File: src/rtl/fm_bus_pkg.sv
// Shared types and constants for the FM synth register-bus initiator.
package fm_bus_pkg;

  localparam int unsigned FM_ADDR_W = 6;
  localparam int unsigned FM_DATA_W = 8;

  typedef enum logic [1:0] {
    ST_IDLE,
    ST_SETUP,
    ST_STROBE,
    ST_HOLD
  } fm_state_e;

  typedef struct packed {
    logic                 rw;
    logic [FM_ADDR_W-1:0] addr;
    logic [FM_DATA_W-1:0] wdata;
  } fm_cmd_t;

  function automatic int unsigned fm_max3(input int unsigned a, input int unsigned b,
                                          input int unsigned c);
    int unsigned m;
    m = (a > b) ? a : b;
    return (m > c) ? m : c;
  endfunction

endpackage

File: src/rtl/fm_cmd_fifo.sv
// Synchronous command FIFO with full/empty flags; pointers carry one wrap bit.
module fm_cmd_fifo #(
  parameter int unsigned DEPTH = 4,
  parameter int unsigned WIDTH = 15
) (
  input  logic             clk_i,
  input  logic             rst_i,
  input  logic             i_push,
  input  logic             i_pop,
  input  logic [WIDTH-1:0] i_data,
  output logic [WIDTH-1:0] o_data,
  output logic             o_full,
  output logic             o_empty
);

  localparam int unsigned AW = $clog2(DEPTH);

  logic [WIDTH-1:0] r_mem [DEPTH];
  logic [AW:0]      r_wptr;
  logic [AW:0]      r_rptr;
  logic             w_wr;
  logic             w_rd;

  assign o_empty = (r_wptr == r_rptr);
  assign o_full  = (r_wptr[AW] != r_rptr[AW]) && (r_wptr[AW-1:0] == r_rptr[AW-1:0]);
  assign w_wr    = i_push & ~o_full;
  assign w_rd    = i_pop & ~o_empty;
  assign o_data  = r_mem[r_rptr[AW-1:0]];

  always_ff @(posedge clk_i) begin
    if (w_wr) r_mem[r_wptr[AW-1:0]] <= i_data;
  end

  always_ff @(posedge clk_i or posedge rst_i) begin
    if (rst_i) begin
      r_wptr <= '0;
      r_rptr <= '0;
    end else begin
      if (w_wr) r_wptr <= r_wptr + (AW+1)'(1);
      if (w_rd) r_rptr <= r_rptr + (AW+1)'(1);
    end
  end

endmodule

File: src/rtl/fm_bus_master.sv
// FM synth register-bus initiator: queues commands and plays each one out as a
// timed SETUP/STROBE/HOLD bus cycle with registered bus pins.
module fm_bus_master
  import fm_bus_pkg::*;
#(
  parameter int unsigned SETUP_CYC  = 1,
  parameter int unsigned STROBE_CYC = 2,
  parameter int unsigned HOLD_CYC   = 1,
  parameter int unsigned FIFO_DEPTH = 4
) (
  input  logic                 clk_i,
  input  logic                 rst_i,
  input  logic                 cmd_valid,
  output logic                 cmd_ready,
  input  logic                 cmd_rw,
  input  logic [FM_ADDR_W-1:0] cmd_addr,
  input  logic [FM_DATA_W-1:0] cmd_wdata,
  output logic                 rsp_valid,
  output logic                 rsp_rw,
  output logic [FM_DATA_W-1:0] rsp_rdata,
  output logic                 busy,
  output logic                 ceb_o,
  output logic                 rwb_o,
  output logic [FM_ADDR_W-1:0] addr_o,
  output logic [FM_DATA_W-1:0] bus_out,
  output logic                 bus_oe,
  input  logic [FM_DATA_W-1:0] bus_in
);

  localparam int unsigned CNT_W = $clog2(fm_max3(SETUP_CYC, STROBE_CYC, HOLD_CYC)) + 1;

  fm_state_e            r_state;
  fm_state_e            w_state_nx;
  logic [CNT_W-1:0]     r_cnt;
  logic [CNT_W-1:0]     w_cnt_nx;
  logic                 w_last;
  logic                 w_push;
  logic                 w_pop;
  logic                 w_full;
  logic                 w_empty;
  fm_cmd_t              w_cmd_in;
  fm_cmd_t              w_head;
  logic                 r_ceb;
  logic                 r_rwb;
  logic                 r_oe;
  logic [FM_ADDR_W-1:0] r_addr;
  logic [FM_DATA_W-1:0] r_bus_out;
  logic                 r_rsp_valid;
  logic                 r_rsp_rw;
  logic [FM_DATA_W-1:0] r_rdata;

  assign w_cmd_in = {cmd_rw, cmd_addr, cmd_wdata};
  assign w_push   = cmd_valid & ~w_full;
  assign w_last   = (r_cnt == '0);

  fm_cmd_fifo #(
    .DEPTH(FIFO_DEPTH),
    .WIDTH($bits(fm_cmd_t))
  ) u_fifo (
    .clk_i  (clk_i),
    .rst_i  (rst_i),
    .i_push (w_push),
    .i_pop  (w_pop),
    .i_data (w_cmd_in),
    .o_data (w_head),
    .o_full (w_full),
    .o_empty(w_empty)
  );

  // One shared down-counter; each timed state loads its own length minus one.
  always_comb begin
    w_state_nx = r_state;
    w_cnt_nx   = r_cnt;
    w_pop      = 1'b0;
    unique case (r_state)
      ST_IDLE: begin
        if (!w_empty) begin
          w_pop      = 1'b1;
          w_state_nx = ST_SETUP;
          w_cnt_nx   = CNT_W'(SETUP_CYC - 1);
        end
      end
      ST_SETUP: begin
        if (w_last) begin
          w_state_nx = ST_STROBE;
          w_cnt_nx   = CNT_W'(STROBE_CYC - 1);
        end else begin
          w_cnt_nx = r_cnt - CNT_W'(1);
        end
      end
      ST_STROBE: begin
        if (w_last) begin
          w_state_nx = ST_HOLD;
          w_cnt_nx   = CNT_W'(HOLD_CYC - 1);
        end else begin
          w_cnt_nx = r_cnt - CNT_W'(1);
        end
      end
      ST_HOLD: begin
        if (w_last) w_state_nx = ST_IDLE;
        else        w_cnt_nx   = r_cnt - CNT_W'(1);
      end
    endcase
  end

  always_ff @(posedge clk_i or posedge rst_i) begin
    if (rst_i) begin
      r_state     <= ST_IDLE;
      r_cnt       <= '0;
      r_ceb       <= 1'b1;
      r_rwb       <= 1'b1;
      r_oe        <= 1'b0;
      r_addr      <= '0;
      r_bus_out   <= '0;
      r_rsp_valid <= 1'b0;
      r_rsp_rw    <= 1'b0;
      r_rdata     <= '0;
    end else begin
      r_state     <= w_state_nx;
      r_cnt       <= w_cnt_nx;
      r_ceb       <= (w_state_nx != ST_STROBE);
      r_rsp_valid <= 1'b0;
      if (w_pop) begin
        r_addr    <= w_head.addr;
        r_rwb     <= w_head.rw;
        r_bus_out <= w_head.wdata;
        r_oe      <= ~w_head.rw;
      end
      if (r_state == ST_STROBE && w_last && r_rwb) r_rdata <= bus_in;
      // Completion releases the bus direction but leaves addr/data parked.
      if (r_state == ST_HOLD && w_last) begin
        r_rsp_valid <= 1'b1;
        r_rsp_rw    <= r_rwb;
        r_rwb       <= 1'b1;
        r_oe        <= 1'b0;
      end
    end
  end

  assign cmd_ready = ~w_full;
  assign busy      = (r_state != ST_IDLE) | ~w_empty;
  assign ceb_o     = r_ceb;
  assign rwb_o     = r_rwb;
  assign bus_oe    = r_oe;
  assign addr_o    = r_addr;
  assign bus_out   = r_bus_out;
  assign rsp_valid = r_rsp_valid;
  assign rsp_rw    = r_rsp_rw;
  assign rsp_rdata = r_rdata;

endmodule

File: config.mk
export PLATFORM = sky130hd
export DESIGN_NAME = fm_bus_master
export DESIGN_NICKNAME = d
export VERILOG_FILES = /design/src/rtl/fm_bus_pkg.sv /design/src/rtl/fm_cmd_fifo.sv /design/src/rtl/fm_bus_master.sv
export SDC_FILE = /design/constraint.sdc
export NUM_CORES = 1
export LEC_CHECK = 0
export ABC_AREA = 1
export BUFFER_PORTS_ARGS = -buffer_cell sky130_fd_sc_hd__buf_4
export CAP_MARGIN = 20
export CORE_UTILIZATION = 40
export DETAILED_ROUTE_END_ITERATION = 12
export PLACE_DENSITY = 0.65
export SLEW_MARGIN = 5
export SYNTH_ARGS = -nofsm -noshare
export SYNTH_HDL_FRONTEND = slang
export SYNTH_SLANG_ARGS = --single-unit
File: constraint.sdc
create_clock -name clk_i -period 2.3 [get_ports clk_i]
set_input_delay 0.23 -clock clk_i [delete_from_list [all_inputs] [get_ports clk_i]]
set_output_delay 0.23 -clock clk_i [all_outputs]
set_load 0.02 [all_outputs]
## Word-level counts from Yosys, hierarchy flattened

Memory sizes are Yosys's and may differ from the RTL's.
Index checks and enable logic that the tools add are counted.

- Register bits after elaboration: 37
- Bits in latches: 0
- Memory bits (writable): 60
- Memory bits (read-only): 0
- Bits of input ports: 26
- Word-level logic and storage cells: 60
- Memories: 1

Memory list:

| name | words | bits a word | rd ports | clocked after Yosys merged registers in | write ports | RTL line | text |
|---|---|---|---|---|---|---|---|
| u_fifo.r_mem | 4 | 15 | 1 | 0 | 1 | fm_cmd_fifo.sv:18 | `logic [WIDTH-1:0] r_mem [DEPTH];` |

- Add/subtract/negate cells: 3
- Multipliers: 0
- Divide/modulo/power cells: 0
- Magnitude comparators: 0
- Eq/ne operators: 9
- Shift operators: 0
- Multiplexer cells: 19
- Bitwise gates (word level): 7
- Reduce and logical (&&, ||, !) cells: 9

Operators with widths:

| kind | count |
|---|---|
| 2-bit two-way mux | 8 |
| 2-bit case mux with 4 select lines | 2 |
| 1-bit two-way mux | 9 |
| 3-bit by 1-bit adder with 3-bit output (second input constant) | 2 |
| 2-bit inequality test (second input constant) | 3 |
| 2-bit equality test (second input constant) | 2 |
| 1-bit logical AND | 4 |
| 2-bit zero test | 2 |
| 2-bit nonzero test | 2 |
| 1-bit bitwise AND | 3 |
| 3-bit equality test | 1 |
| 1-bit inverter | 3 |
| 2-bit by 1-bit equality test with 1-bit output (second input constant) | 1 |
| 2-bit equality test | 1 |
| 2-bit AND reduction | 1 |
| 2-bit by 1-bit subtractor with 2-bit output (second input constant) | 1 |
| 1-bit inequality test | 1 |
| 1-bit OR | 1 |

## Logic depth before layout (Yosys ltp)

Gate-level depths: netlist of the first run.

- Depth after elaboration: 7
- Gate-level depth with buffers: 9
- Mapped depth without buffers: 8

## Hierarchy

A second synthesis of the first run with hierarchy kept.

- Cells, all modules: 362
- Area total of the unflattened synthesis: 4,043.9 µm²

Modules (own cells, without submodules):

| module | times used | cells an instance | area each (µm²) | sequential area each (µm²) |
|---|---|---|---|---|
| fm_cmd_fifo | 1 | 207 | 2,681.3 | 1,951.9 |
| fm_bus_master | 1 | 155 | 1,362.6 | 778.2 |

## Least setup slack after synthesis of the first run

No wires, ideal clock.

- Path type: register to register
- Start: register u_fifo.r_rptr[0]
- End: memory u_fifo.r_mem[0][0], enable pin
- Library setup time: 387 ps
- Arrival: 1,772 ps
- Slack: 142 ps
- Cell stages (with the launch flop): 6
- Buffers on the path: 1
- Path through: dfrtp_1 > buf_2 > xnor2_2 > nand3_1 > nand2_2 > nor2_1

- Word-level cells in the longest chain between the ends: 7

RTL lines:

| what | RTL line | text |
|---|---|---|
| start: declaration | fm_cmd_fifo.sv:20 | `logic [AW:0] r_rptr;` |
| start signal: assignment | fm_cmd_fifo.sv:40 | `if (w_rd) r_rptr <= r_rptr + (AW+1)'(1);` |
| 2-bit equality test * | fm_cmd_fifo.sv:25 | `assign o_full = (r_wptr[AW] != r_rptr[AW]) && (r_wptr[AW-1:0] == r_rptr[AW-1:0]);` |
| 1-bit logical AND * | fm_cmd_fifo.sv:25 |  |
| 1-bit inverter * | -- |  |
| via cmd_ready | fm_bus_master.sv:14 | `output logic cmd_ready,` |
| 1-bit bitwise AND | fm_bus_master.sv:53 | `assign w_push = cmd_valid & ~w_full;` |
| 1-bit bitwise AND * | fm_cmd_fifo.sv:26 | `assign w_wr = i_push & ~o_full;` |
| 1-bit two-way mux * | fm_cmd_fifo.sv:31 | `if (w_wr) r_mem[r_wptr[AW-1:0]] <= i_data;` |
| 1-bit two-way mux (implied by the code) * | fm_cmd_fifo.sv:31 |  |
| end: declaration | fm_cmd_fifo.sv:18 |  |

Mark *: on every way through the listed nets, which the timed path passes. The rest lies on a longest branch.

## Final worst setup path of the first run

- Start: register u_fifo.r_rptr[1]
- End: output port busy

- Word-level cells in the longest chain between the ends: 3

RTL lines:

| what | RTL line | text |
|---|---|---|
| 3-bit equality test | fm_cmd_fifo.sv:24 | `assign o_empty = (r_wptr == r_rptr);` |
| 1-bit inverter | fm_bus_master.sv:141 | `assign busy = (r_state != ST_IDLE) \| ~w_empty;` |
| 1-bit OR | fm_bus_master.sv:141 |  |
| end: declaration | fm_bus_master.sv:21 | `output logic busy,` |

Every way passes these cells.

==> insert_results.sql, run 1 <==
INSERT INTO impl_metrics (metric_group, metric, value, unit) VALUES
('outcome', 'status', 'finished clean', ''),
('synth', 'synth.net_count', '385', ''),
('grt', 'via_count_of_the_first_global_routing_pass', '2466', ''),
('setup_path', 'worstRegToRegCells', '7', ''),
('floorplanning', 'floorplan.die_area', '10200', 'sq um'),
('synth', 'yosys_register_bits', '97', ''),
('pwr', 'cellPowerDensity', '1360', 'nW/um^2'),
('placement', 'postPlaceCellArea', '4490', 'sq um'),
('timing', 'finalCritPeriodShare', '0.825', ''),
('floorplanning', 'die_w', '101', 'um'),
('routing', 'detailedRoute.firstIterationViolations', '121', ''),
('grt', 'grt.overflow.total', '0', ''),
('timing', 'worstMarginPinSlew', '478', 'ps'),
('pwr', 'worst_ir_drop_vdd', '0.000543', 'V'),
('synth', 'synth.lib_cells_used.distinct', '27', ''),
('setup_path', 'cp-end-kind', 'output port', ''),
('routing', 'drc_errors', '0', ''),
('timing', 'fin_tns_setup', '0', 'ps'),
('finish', 'layoutNonFillerInstCount', '546', ''),
('finish', 'final_cell_area', '4700', 'sq um'),
('clocking', 'clock_transition_at_the_registers_of_the_reported_paths', '80', 'ps'),
('clocking', 'ctsRootBufferMaster', 'sky130_fd_sc_hd__clkbuf_8', ''),
('setup_path', 'worst-endpoint-required', '2070', 'ps'),
('finish', 'area_of_all_sequential_standard_cells', '2730', 'sq um'),
('synth', 'ys.flop_type', 'sky130_fd_sc_hd__edfxtp_1', ''),
('placement', 'io_buffer_count', '54', ''),
('grt', 'grt.total_usage', '0.159', ''),
('clocking', 'clock_path_buffers', '2', ''),
('synth', 'yosys-top-cells-area', 'sky130_fd_sc_hd__edfxtp_1 (46%), sky130_fd_sc_hd__dfrtp_1 (22%), sky130_fd_sc_hd__nand2_1 (8.0%)', ''),
('synth', 'postSynth.asyncResetShare', '0.381', ''),
('synth', 'instance_count_of_the_mapped_netlist', '351', ''),
('timing', 'maxSlewHeadroom', '0.682', ''),
('finish', 'multi_input_comb_area', '1010', 'sq um'),
('clocking', 'number_of_buffers_inserted_during_clock_tree_synthesis', '9', ''),
('finish', 'finalNetCount', '446', ''),
('clocking', 'post_cts_buffers', '0', ''),
('finish', 'syn_to_final_growth', '19.5', '%'),
('floorplanning', 'chipHeight', '101', 'um'),
('synth', 'seq_area_frac_synth', '0.694', ''),
('placement', 'gp_congestion', '0.798', ''),
('routing', 'final_ant_viol_nets', '0', ''),
('synth', 'yosysTopAreaCell', 'sky130_fd_sc_hd__edfxtp_1', ''),
('hold_path', 'hold_path.class', 'input pin to flop', ''),
('finish', 'layout.filler_cells', '878', ''),
('setup_path', 'critical_path.startpoint_type', 'flop', ''),
('routing', 'totalWireLength', '7460', 'um'),
('floorplanning', 'design.core.area', '9370', 'sq um'),
('setup_path', 'critical_path_class', 'flop to output port', ''),
('placement', 'placed_cells', '529', ''),
('hold_path', 'timing.hold.worst_path_depth', '1', ''),
('timing', 'finalHoldViolCount', '0', ''),
('job', 'max_cap_viol_count', '0', ''),
('finish', 'most-common-layout-cells', 'sky130_fd_sc_hd__nand2_1 (84), sky130_fd_sc_hd__buf_4 (62), sky130_fd_sc_hd__edfxtp_1 (60), sky130_fd_sc_hd__o21ai_0 (40), sky130_fd_sc_hd__dfrtp_1 (35)', ''),
('setup_path', 'r2r-end', 'u_fifo.r_mem[0][9]', ''),
('routing', 'drt_pre_antenna_iters', '4', ''),
('clocking', 'clock-sinks', '97', ''),
('setup_path', 'worst-path-max-fanout', '16', ''),
('hold_path', 'worst_hold_path.endpoint', 'u_fifo.r_mem[3][5]', ''),
('timing', 'fin_worst_skew', '5.60', 'ps'),
('grt', 'antenna_found_initial', '0', ''),
('setup_path', 'r2r_slack', '450', 'ps'),
('synth', 'ys_warn_count', '0', ''),
('synth', 'yosys.area.top_type_share', '0.458', ''),
('setup_path', 'critical_path_arrival', '1670', 'ps'),
('timing', 'final-setup-viol-count', '0', ''),
('finish', 'antenna_cells', '0', ''),
('clocking', 'tritoncts', 'built', ''),
('finish', 'layout_commonest_cell', 'sky130_fd_sc_hd__nand2_1', ''),
('routing', 'vias_per_cell', '4.78', ''),
('clocking', 'clock_insertion_delay_worst_skew', '350', 'ps'),
('timing', 'shortest_period_the_worst_path_allows', '1900', 'ps');
-- timing repair --
| item | in CTS | in global routing |
|---|---|---|
| hold buffers | 1 | 0 |
| endpoints found under the hold margin | 13 | 0 |
| endpoints found under the setup margin | 0 | 0 |
-- kinds of logic after synthesis --
logic type / share of synthesized area
buffers and inverters: 0.0486
adder cells (fa/ha/maj): 0.0254
AO/OA/AOI/OAI: 0.0756
flip-flops: 0.694
AND/OR/NAND/NOR: 0.148
XOR/XNOR: 0.00858
-- per-layer routing --
| metal | vias up | global-route usage | share of wire |
|---|---|---|---|
| li1 | 1300 | - | - |
| met1 | 1233 | 0.207 | 0.46 |
| met2 | 71 | 0.256 | 0.48 |
| met3 | 7 | 0.0462 | 0.050 |
| met4 | 0 | 0.0502 | 0.0095 |
| met5 | - | 0 | 0 |
-- stage by stage --
step / power, W / setup slack [ps] / util
after floorplan: 0.00448 / 142 / -
after global placement: 0.00530 / 554 / 0.480
after detailed placement: 0.00536 / 507 / 0.480
after CTS: 0.00646 / 371 / 0.502
after global routing: 0.00686 / 292 / 0.502
final: 0.00639 / 402 / 0.502
-- layout make-up --
class                           count  share of cell area
Sequential cell                    97               0.580
Inverter                           32              0.0261
Multi-Input combinational cell    209               0.216
Tap cell                          129              0.0343
Clock inverter                      2             0.00798
Clock buffer                       14              0.0346
Timing Repair Buffer               63               0.101
-- worst max-delay path, stage by stage, from the launching register on --
cell	delay [ps]
sky130_fd_sc_hd__dfrtp_1	480
sky130_fd_sc_hd__inv_2	240
sky130_fd_sc_hd__nand2_2	90
sky130_fd_sc_hd__nand2_2	90
sky130_fd_sc_hd__nand4_1	190
sky130_fd_sc_hd__buf_4	230
-- synthesized netlist by cell type, types with 2 or more instances --
| library cell | n |
|---|---|
| sky130_fd_sc_hd__buf_2 | 3 |
| sky130_fd_sc_hd__nand2_2 | 3 |
| sky130_fd_sc_hd__nand3_1 | 15 |
| sky130_fd_sc_hd__dfstp_2 | 2 |
| sky130_fd_sc_hd__clkbuf_1 | 4 |
| sky130_fd_sc_hd__xnor2_1 | 2 |
| sky130_fd_sc_hd__nand2_1 | 84 |
| sky130_fd_sc_hd__nand4_1 | 3 |
| sky130_fd_sc_hd__ha_1 | 8 |
| sky130_fd_sc_hd__o21ai_0 | 40 |
| sky130_fd_sc_hd__inv_1 | 30 |
| sky130_fd_sc_hd__dfrtp_1 | 35 |
| sky130_fd_sc_hd__buf_1 | 2 |
| sky130_fd_sc_hd__buf_4 | 2 |
| sky130_fd_sc_hd__nor2_1 | 34 |
| sky130_fd_sc_hd__edfxtp_1 | 60 |
| sky130_fd_sc_hd__o22ai_1 | 14 |
-- registers in the layout, summed over array words and instances (netlist names) --
name and cells:
r_cnt 2, u_fifo.r_mem 60, bus_out 8, bus_oe 1, u_fifo.r_wptr 3, rwb_o 1
addr_o 6, rsp_rdata 8, u_fifo.r_rptr 3, rsp_valid 1, r_state 2, ceb_o 1
rsp_rw 1
-- power by group --
group	leakage, nW	switching (W)	internal, W
Combinational	0.956	0.00167	0.000928
Sequential	1.00	0.000271	0.00243
Clock	0.0969	0.000528	0.000564
Total	2.06	0.00247	0.00392
-- how the worst max path moves through the flow --
stage | from | end | slack, ps | cells after the start
after global placement | u_fifo.r_rptr[1] | u_fifo.r_mem[0][8] | 550 | 7
after detailed placement | u_fifo.r_rptr[1] | u_fifo.r_mem[0][0] | 510 | 7
after CTS | u_fifo.r_rptr[1] | busy | 370 | 5
final | u_fifo.r_rptr[1] | busy | 400 | 5
after global routing | u_fifo.r_rptr[1] | busy | 290 | 5
after floorplan | u_fifo.r_rptr[0] | u_fifo.r_mem[0][0] | 140 | 5
No activity file was read; power rests on OpenSTA's default activity.
==> inputs of run 2 (changes only) <==
ABC_AREA = 0   (was 1)
PLACE_DENSITY = 0.67   (was 0.65)
clock period = 1.6 ns   (was 2.3 ns; I/O delays follow)
==> insert_results.sql, run 2 <==
INSERT INTO impl_metrics (metric_group, metric, value, unit) VALUES
('synth', 'post_synth_adder_cell_area', '0.0253', ''),
('routing', 'overall_via_count_from_detail_route', '2164', ''),
('timing', 'fin_worst_skew', '8.10', 'ps'),
('clocking', 'clock_transition_at_the_registers_of_the_reported_paths', '100', 'ps'),
('clocking', 'tritoncts', 'built', ''),
('synth', 'synth_simple_gate_area_frac', '0.0304', ''),
('timing', 'worstMarginPinSlew', '479', 'ps'),
('outcome', 'status', 'complete, but fails checks', ''),
('clocking', 'ctsHtreeMaxLevel', '3', ''),
('routing', 'drc_errors', '0', ''),
('routing', 'detailedRoute.firstIterationViolations', '58', ''),
('finish', 'antenna_cells', '0', ''),
('setup_path', 'critical_path_arrival', '1820', 'ps'),
('timing', 'final-setup-viol-count', '36', ''),
('synth', 'synth.area.mux_share', '0.174', ''),
('grt', 'grt_max_degree', '38', ''),
('synth', 'yosys.area_share.xor_xnor', '0.0282', ''),
('job', 'max_cap_viol_count', '0', ''),
('floorplanning', 'design.portCount', '55', ''),
('synth', 'yosys-top-cells-area', 'sky130_fd_sc_hd__edfxtp_1 (46%), sky130_fd_sc_hd__dfrtp_1 (22%), sky130_fd_sc_hd__mux2_2 (5.4%)', ''),
('timing', 'finalCritPeriodShare', '1.06', ''),
('finish', 'drive_gt1_frac', '0.491', ''),
('finish', 'finalNetCount', '351', ''),
('grt', 'antenna_found_initial', '0', ''),
('synth', 'seq_area_frac_synth', '0.691', ''),
('setup_path', 'timing.critical_path.cells', 'buf_6 > xor2_2 > o31a_1 > and2_4 > buf_12', ''),
('timing', 'shortest_period_the_worst_path_allows', '1690', 'ps'),
('timing', 'max_clock_freq', '590', 'MHz'),
('pwr', 'p_sw_frac', '0.333', ''),
('pwr', 'sequentialPowerShare', '0.368', ''),
('routing', 'final_ant_viol_nets', '0', ''),
('synth', 'synth_enable_flop_cells', '60', ''),
('placement', 'dp_hpwl', '4560', 'um'),
('timing', 'finalHoldViolCount', '0', ''),
('setup_path', 'critical_path.startpoint_type', 'flop', ''),
('timing', 'slew_viol_final', '0', ''),
('clocking', 'ctsRootBufferMaster', 'sky130_fd_sc_hd__clkbuf_8', ''),
('finish', 'most-common-layout-cells', 'sky130_fd_sc_hd__buf_4 (75), sky130_fd_sc_hd__edfxtp_1 (60), sky130_fd_sc_hd__dfrtp_1 (33), sky130_fd_sc_hd__mux2_4 (16), sky130_fd_sc_hd__dlygate4sd3_1 (16)', ''),
('synth', 'ys_warn_count', '0', ''),
('synth', 'synthTopCellsByCount', 'sky130_fd_sc_hd__edfxtp_1 (60), sky130_fd_sc_hd__dfrtp_1 (35), sky130_fd_sc_hd__mux2_2 (19)', ''),
('pwr', 'internal-power', '0.00719', 'W'),
('placement', 'gp_congestion', '0.750', ''),
('setup_path', 'critical_path_class', 'flop to flop', ''),
('setup_path', 'slowest_stage', 'sky130_fd_sc_hd__dfrtp_1', ''),
('synth', 'instance_count_of_the_mapped_netlist', '209', ''),
('synth', 'yosys_register_bits', '97', ''),
('timing', 'rsz0062_at_grt', 'true', ''),
('timing', 'maxSlewHeadroom', '0.680', ''),
('pwr', 'leakagePower', '2.12', 'nW'),
('setup_path', 'worst-endpoint-required', '1730', 'ps'),
('routing', 'avgRoutedWirePerCell', '15.9', 'um'),
('floorplanning', 'placement_rows', '35', ''),
('synth', 'synth.net_count', '243', ''),
('clocking', 'clock_insertion_delay_worst_skew', '360', 'ps'),
('setup_path', 'cp-end-kind', 'flop', ''),
('clocking', 'clock_path_buffers', '2', ''),
('pwr', 'worst_ir_drop_vdd', '0.000889', 'V'),
('floorplanning', 'design.core.area', '9420', 'sq um'),
('placement', 'dpl_worst_slack', '-39.5', 'ps'),
('grt', 'grt_first_pass_wirelength', '11800', 'um'),
('finish', 'layout_commonest_cell', 'sky130_fd_sc_hd__buf_4', ''),
('grt', 'grt.total_usage', '0.158', ''),
('synth', 'synth.lib_cells_used.distinct', '38', ''),
('synth', 'postSynth.asyncResetShare', '0.381', ''),
('routing', 'drt_pre_antenna_iters', '4', ''),
('pwr', 'comb_power_share', '0.480', ''),
('synth', 'synth_top_family_by_area', 'multiplexers', ''),
('outcome', 'failed_checks', 'negative setup slack', ''),
('grt', 'grt.overflow.total', '0', ''),
('setup_path', 'critical-path-max-stage-delay', '420', 'ps'),
('synth', 'area_fraction_in_compound_gates_after_synthesis', '0.0250', ''),
('floorplanning', 'floorplan.die_area', '10300', 'sq um'),
('synth', 'ys.flop_type', 'sky130_fd_sc_hd__edfxtp_1', ''),
('routing', 'totalWireLength', '7160', 'um'),
('grt', 'via_count_of_the_first_global_routing_pass', '2328', ''),
('synth', 'synthesis.area', '3950', 'sq um'),
('finish', 'syn_to_final_growth', '33.6', '%'),
('clocking', 'clock-sinks', '97', ''),
('synth', 'yosys.cell_count.top_type', 'sky130_fd_sc_hd__edfxtp_1', ''),
('finish', 'number_of_flip_flops_in_the_largest_register', '60', ''),
('clocking', 'number_of_buffers_inserted_during_clock_tree_synthesis', '9', ''),
('floorplanning', 'chipHeight', '101', 'um'),
('floorplanning', 'initial_core_util', '0.420', ''),
('floorplanning', 'die_w', '101', 'um'),
('setup_path', 'worst-path-max-fanout', '7', ''),
('pwr', 'clock_power_share', '0.152', ''),
('synth', 'yosysTopAreaCell', 'sky130_fd_sc_hd__edfxtp_1', ''),
('synth', 'yosys.area.top_type_share', '0.456', ''),
('hold_path', 'hold_path.class', 'input pin to flop', ''),
('synth', 'syn-mean-instance-area', '18.9', 'sq um'),
('pwr', 'net-switching-power', '0.00359', 'W'),
('routing', 'vias_per_cell', '4.80', ''),
('timing', 'final_critical_path_setup_slack', '-93.7', 'ps'),
('finish', 'final_cell_area', '5280', 'sq um'),
('placement', 'postPlaceCellArea', '4690', 'sq um'),
('pwr', 'cellPowerDensity', '2040', 'nW/um^2'),
('placement', 'io_buffer_count', '54', '');
-- run 2: path summary, 6_finish.rpt --
kind	startpoint	end	slack, ps	depth (start not counted)
worst max-delay path	u_fifo.r_wptr[1]	u_fifo.r_mem[2][12]	-90	5
worst min-delay path	bus_in[6]	rsp_rdata[6]	40	2
worst max register to register	u_fifo.r_wptr[1]	u_fifo.r_mem[2][12]	-90	5
worst min register to register	rsp_rdata[5]	rsp_rdata[5]	510	1
max in group asynchronous	rst_i	u_fifo.r_wptr[0]	760	4
min in group asynchronous	rst_i	bus_out[0]	470	4
-- run 2: timing repair --
| action | 4_1_cts | 5_1_grt |
|---|---|---|
| resized for setup | 15 | 12 |
| buffers inserted | 7 | 5 |
| gates cloned | 2 | 0 |
| endpoints found under the setup margin | 47 | 90 |
| pin swaps | 10 | 12 |
| hold buffers | 16 | 0 |
| hold endpoints to repair | 95 | 0 |
-- run 2: layout make-up --
type                    count  area [sq um]
fillers                   722          4130
flip-flops and latches     97          2730
multi-input cells          97          1250
repair buffers            103           893
well taps                 129           161
clock buffers              10           138
clock inverters             6          71.3
inverters                   9          33.8
-- run 2: cells by family after synthesis --
group           after synthesis
flops                        97
fa+ha+maj                     8
simple gates                 22
xor+xnor                     11
compound gates               12
mux                          42
buf+inv                      17
-- run 2: worst max-delay path: cells and delay by family (launching register included) --
| family | cells | cell delay [ps] |
|---|---|---|
| AO/OA/AOI/OAI | 1 | 400 |
| XOR/XNOR | 1 | 140 |
| buffers and inverters | 2 | 270 |
| flip-flops | 1 | 420 |
| AND/OR/NAND/NOR | 1 | 220 |
-- run 2: layer usage --
layer / track usage / wire length (um) / share of wire
met5: 0 / 0 / 0
met4: 0.0401 / 56 / 0.0078
met3: 0.0518 / 330 / 0.046
met2: 0.268 / 3550 / 0.50
met1: 0.196 / 3220 / 0.45
-- run 2: power by group through the flow --
stage	clock network (W)	registers [W]	logic [W]
floorplan	0	0.00438	0.00253
global placement	0	0.00398	0.00438
detailed placement	0	0.00401	0.00448
CTS	0.00168	0.00396	0.00501
global route	0.00179	0.00406	0.00558
finish	0.00164	0.00397	0.00517
-- run 2: through the flow --
| stage | hold slack (ps) | std cells | setup TNS (ps) | utilization | power (W) |
|---|---|---|---|---|---|
| after floorplan | 259 | 209 | -204 | - | 0.00691 |
| after CTS | 15.1 | 446 | -2290 | 0.553 | 0.0107 |
| after global placement | 315 | 405 | 0 | 0.498 | 0.00837 |
| after detailed placement | 323 | 405 | -1210 | 0.498 | 0.00849 |
| final | 36.8 | 451 | -2080 | 0.561 | 0.0108 |
| after global routing | 10.8 | 451 | -6170 | 0.561 | 0.0114 |
==> inputs of run 3 (changes only) <==
SYNTH_HIERARCHICAL = 1   (was unset)
==> insert_results.sql, run 3 <==
INSERT INTO impl_metrics (metric_group, metric, value, unit) VALUES
('outcome', 'status', 'complete, but fails checks', ''),
('outcome', 'failed_checks', 'negative setup slack', ''),
('setup_path', 'worst-endpoint-required', '1680', 'ps'),
('placement', 'gp_congestion', '0.744', ''),
('synth', 'ys.flop_type', 'sky130_fd_sc_hd__edfxtp_1', ''),
('synth', 'postSynth.asyncResetShare', '0.381', ''),
('pwr', 'leakagePower', '2.17', 'nW'),
('placement', 'io_buffer_count', '54', ''),
('timing', 'fin_worst_skew', '12.9', 'ps'),
('hold_path', 'hold_start', 'bus_in[2]', ''),
('synth', 'instance_count_of_the_mapped_netlist', '222', ''),
('job', 'max_cap_viol_count', '0', ''),
('finish', 'most-common-layout-cells', 'sky130_fd_sc_hd__buf_4 (78), sky130_fd_sc_hd__edfxtp_1 (60), sky130_fd_sc_hd__dfrtp_1 (29), sky130_fd_sc_hd__dlygate4sd3_1 (17), sky130_fd_sc_hd__mux4_2 (15)', ''),
('grt', 'via_count_of_the_first_global_routing_pass', '2468', ''),
('setup_path', 'worst_setup_path_startpoint', 'u_fifo/r_rptr[0]', ''),
('finish', 'layout_commonest_cell', 'sky130_fd_sc_hd__buf_4', ''),
('pwr', 'worst_ir_drop_vdd', '0.000899', 'V'),
('floorplanning', 'chipHeight', '102', 'um'),
('timing', 'rsz0062_at_grt', 'true', ''),
('pwr', 'internal-power', '0.00723', 'W'),
('synth', 'synthesis.area', '4010', 'sq um'),
('grt', 'grt.overflow.total', '0', ''),
('pwr', 'cellPowerDensity', '2060', 'nW/um^2'),
('setup_path', 'critical_path_arrival', '1850', 'ps'),
('setup_path', 'critical_path.startpoint_type', 'flop', ''),
('floorplanning', 'design.core.area', '9730', 'sq um'),
('timing', 'maxSlewHeadroom', '0.646', ''),
('timing', 'slew_viol_final', '0', ''),
('clocking', 'ctsHtreeMaxLevel', '3', ''),
('routing', 'drc_errors', '0', ''),
('clocking', 'clock_insertion_delay_worst_skew', '370', 'ps'),
('synth', 'synth_enable_flop_cells', '60', ''),
('grt', 'grt.total_usage', '0.168', ''),
('routing', 'overall_via_count_from_detail_route', '2293', ''),
('synth', 'synth.lib_cells_used.distinct', '42', ''),
('timing', 'shortest_period_the_worst_path_allows', '1770', 'ps'),
('timing', 'final_critical_path_setup_slack', '-170', 'ps'),
('timing', 'finalHoldViolCount', '0', ''),
('synth', 'yosys.area.top_type_share', '0.450', ''),
('routing', 'final_ant_viol_nets', '0', ''),
('finish', 'finalNetCount', '370', ''),
('setup_path', 'critical_path_class', 'flop to flop', ''),
('placement', 'dp_hpwl', '5040', 'um'),
('floorplanning', 'die_w', '102', 'um'),
('pwr', 'comb_power_share', '0.517', ''),
('routing', 'drt_pre_antenna_iters', '5', ''),
('synth', 'yosysTopAreaCell', 'sky130_fd_sc_hd__edfxtp_1', ''),
('routing', 'avgRoutedWirePerCell', '16.7', 'um'),
('hold_path', 'hold_path.class', 'input pin to flop', ''),
('pwr', 'sequentialPowerShare', '0.354', ''),
('setup_path', 'r2r_start', 'u_fifo/r_rptr[0]', ''),
('grt', 'grt_max_degree', '23', ''),
('synth', 'yosys-top-cells-area', 'sky130_fd_sc_hd__edfxtp_1 (45%), sky130_fd_sc_hd__dfrtp_1 (22%), sky130_fd_sc_hd__mux4_2 (8.4%)', ''),
('setup_path', 'worst-path-max-fanout', '7', ''),
('routing', 'totalWireLength', '7910', 'um'),
('floorplanning', 'initial_core_util', '0.412', ''),
('pwr', 'clock_power_share', '0.129', ''),
('placement', 'dpl_worst_slack', '-239', 'ps'),
('clocking', 'clock_path_buffers', '2', ''),
('synth', 'seq_area_frac_synth', '0.681', ''),
('placement', 'placed_cells', '427', ''),
('finish', 'layoutNonFillerInstCount', '474', ''),
('finish', 'drive_gt1_frac', '0.554', ''),
('floorplanning', 'placement_rows', '36', ''),
('synth', 'syn-mean-instance-area', '18.1', 'sq um'),
('finish', 'number_of_flip_flops_in_the_largest_register', '60', ''),
('grt', 'antenna_found_initial', '0', ''),
('finish', 'antenna_cells', '0', ''),
('timing', 'finalCritPeriodShare', '1.11', ''),
('synth', 'synthTopCellsByCount', 'sky130_fd_sc_hd__edfxtp_1 (60), sky130_fd_sc_hd__dfrtp_1 (35), sky130_fd_sc_hd__mux2_2 (15), sky130_fd_sc_hd__mux4_2 (15), sky130_fd_sc_hd__inv_1 (9)', ''),
('timing', 'worstMarginPinSlew', '528', 'ps'),
('clocking', 'ctsRootBufferMaster', 'sky130_fd_sc_hd__clkbuf_8', ''),
('clocking', 'clock_transition_at_the_registers_of_the_reported_paths', '90', 'ps'),
('setup_path', 'cp-end-kind', 'flop', ''),
('synth', 'ys_warn_count', '6', ''),
('synth', 'yosys.cell_count.top_type', 'sky130_fd_sc_hd__edfxtp_1', ''),
('synth', 'synth.net_count', '256', ''),
('clocking', 'number_of_buffers_inserted_during_clock_tree_synthesis', '9', ''),
('grt', 'grt_first_pass_wirelength', '12600', 'um'),
('setup_path', 'r2r_slack', '-170', 'ps'),
('timing', 'final-setup-viol-count', '82', ''),
('timing', 'max_clock_freq', '565', 'MHz'),
('pwr', 'net-switching-power', '0.00415', 'W'),
('clocking', 'clock-sinks', '97', ''),
('clocking', 'tritoncts', 'built', ''),
('floorplanning', 'floorplan.die_area', '10400', 'sq um'),
('routing', 'detailedRoute.firstIterationViolations', '49', ''),
('finish', 'syn_to_final_growth', '37.7', '%'),
('pwr', 'p_sw_frac', '0.365', ''),
('routing', 'vias_per_cell', '4.84', ''),
('synth', 'yosys_register_bits', '97', ''),
('floorplanning', 'design.portCount', '55', '');
[run 3: cell types whose count changed in the layout (fill, tap and decap cells not counted), moves of 4 or more]
| cell | before | now |
|---|---|---|
| sky130_fd_sc_hd__and2_4 | 5 | 1 |
| sky130_fd_sc_hd__dfrtp_1 | 33 | 29 |
| sky130_fd_sc_hd__dfrtp_2 | 2 | 6 |
| sky130_fd_sc_hd__mux4_1 | 5 | 0 |
| sky130_fd_sc_hd__mux4_2 | 10 | 15 |
[run 3: cell families after synthesis]
logic type                 count (synthesis)  share of synthesized area
and+or+nand+nor                           28                     0.0412
buffers and inverters                     18                     0.0272
AOI/OAI and AO/OA                         22                     0.0393
DFF                                       97                      0.681
adders and majority gates                  8                     0.0250
xor gates and xnor gates                  11                     0.0297
muxes                                     38                      0.156
[run 3: stage by stage]
step                      total power (W)   util  hold WS, ps  TNS, ps  area, sq um
after floorplan                   0.00724      -        -49.2    -8900         4130
after global placement            0.00885  0.499          115   -13100         4850
after detailed placement          0.00896  0.499          111   -15040         4850
after CTS                          0.0113  0.560         1.16    -9800         5440
after global routing               0.0120  0.567         2.98   -14560         5520
final                              0.0114  0.567         25.5    -9050         5520
[run 3: what timing repair did]
action | 4_1_cts | 5_1_grt
setup endpoints to repair | 83 | 94
hold endpoints to repair | 75 | 1
hold buffers | 16 | 1
setup buffers | 9 | 2
pin swaps | 11 | 6
gates resized for setup | 30 | 10
cloned | 3 | 0
[run 3: path summary, 6_finish.rpt]
kind	cells past startpoint	to
min in group asynchronous	3	u_fifo/r_wptr[0]
worst min register to register	1	rsp_rdata[4]
max in group asynchronous	4	rwb_o
worst min-delay path	2	rsp_rdata[2]
worst max register to register	8	u_fifo/r_mem[3][14]
worst max-delay path	8	u_fifo/r_mem[3][14]
[run 3: area by class of cell]
type,instances,area [sq um]
Fill cell,790,4210
Clock buffer,9,124
Clock inverter,7,63.8
Tap cell,133,166
Inverter,10,50.0
Sequential cell,97,2740
Timing Repair inverter,3,31.3
Timing Repair Buffer,108,955
Multi-Input combinational cell,107,1390
[run 3: routing by layer]
metal,share of wire,track usage
met1,0.42,0.203
met2,0.53,0.289
met3,0.035,0.0383
met4,0.023,0.0714
met5,0,0
[run 3: critical path, stage by stage (launching register included)]
cell and delay, ps:
sky130_fd_sc_hd__dfrtp_2 470, sky130_fd_sc_hd__buf_6 150, sky130_fd_sc_hd__xnor2_4 120, sky130_fd_sc_hd__nand3_2 70
sky130_fd_sc_hd__inv_2 50, sky130_fd_sc_hd__nor2b_4 150, sky130_fd_sc_hd__nand2_2 80, sky130_fd_sc_hd__a31oi_4 230
sky130_fd_sc_hd__buf_12 170
[run 3: power by group through the flow]
stage	sequential, W	clock (W)	combinational [W]
floorplan	0.00439	0	0.00285
global placement	0.00404	0	0.00481
detailed placement	0.00407	0	0.00489
CTS	0.00404	0.00154	0.00569
global route	0.00413	0.00163	0.00630
finish	0.00403	0.00147	0.00588
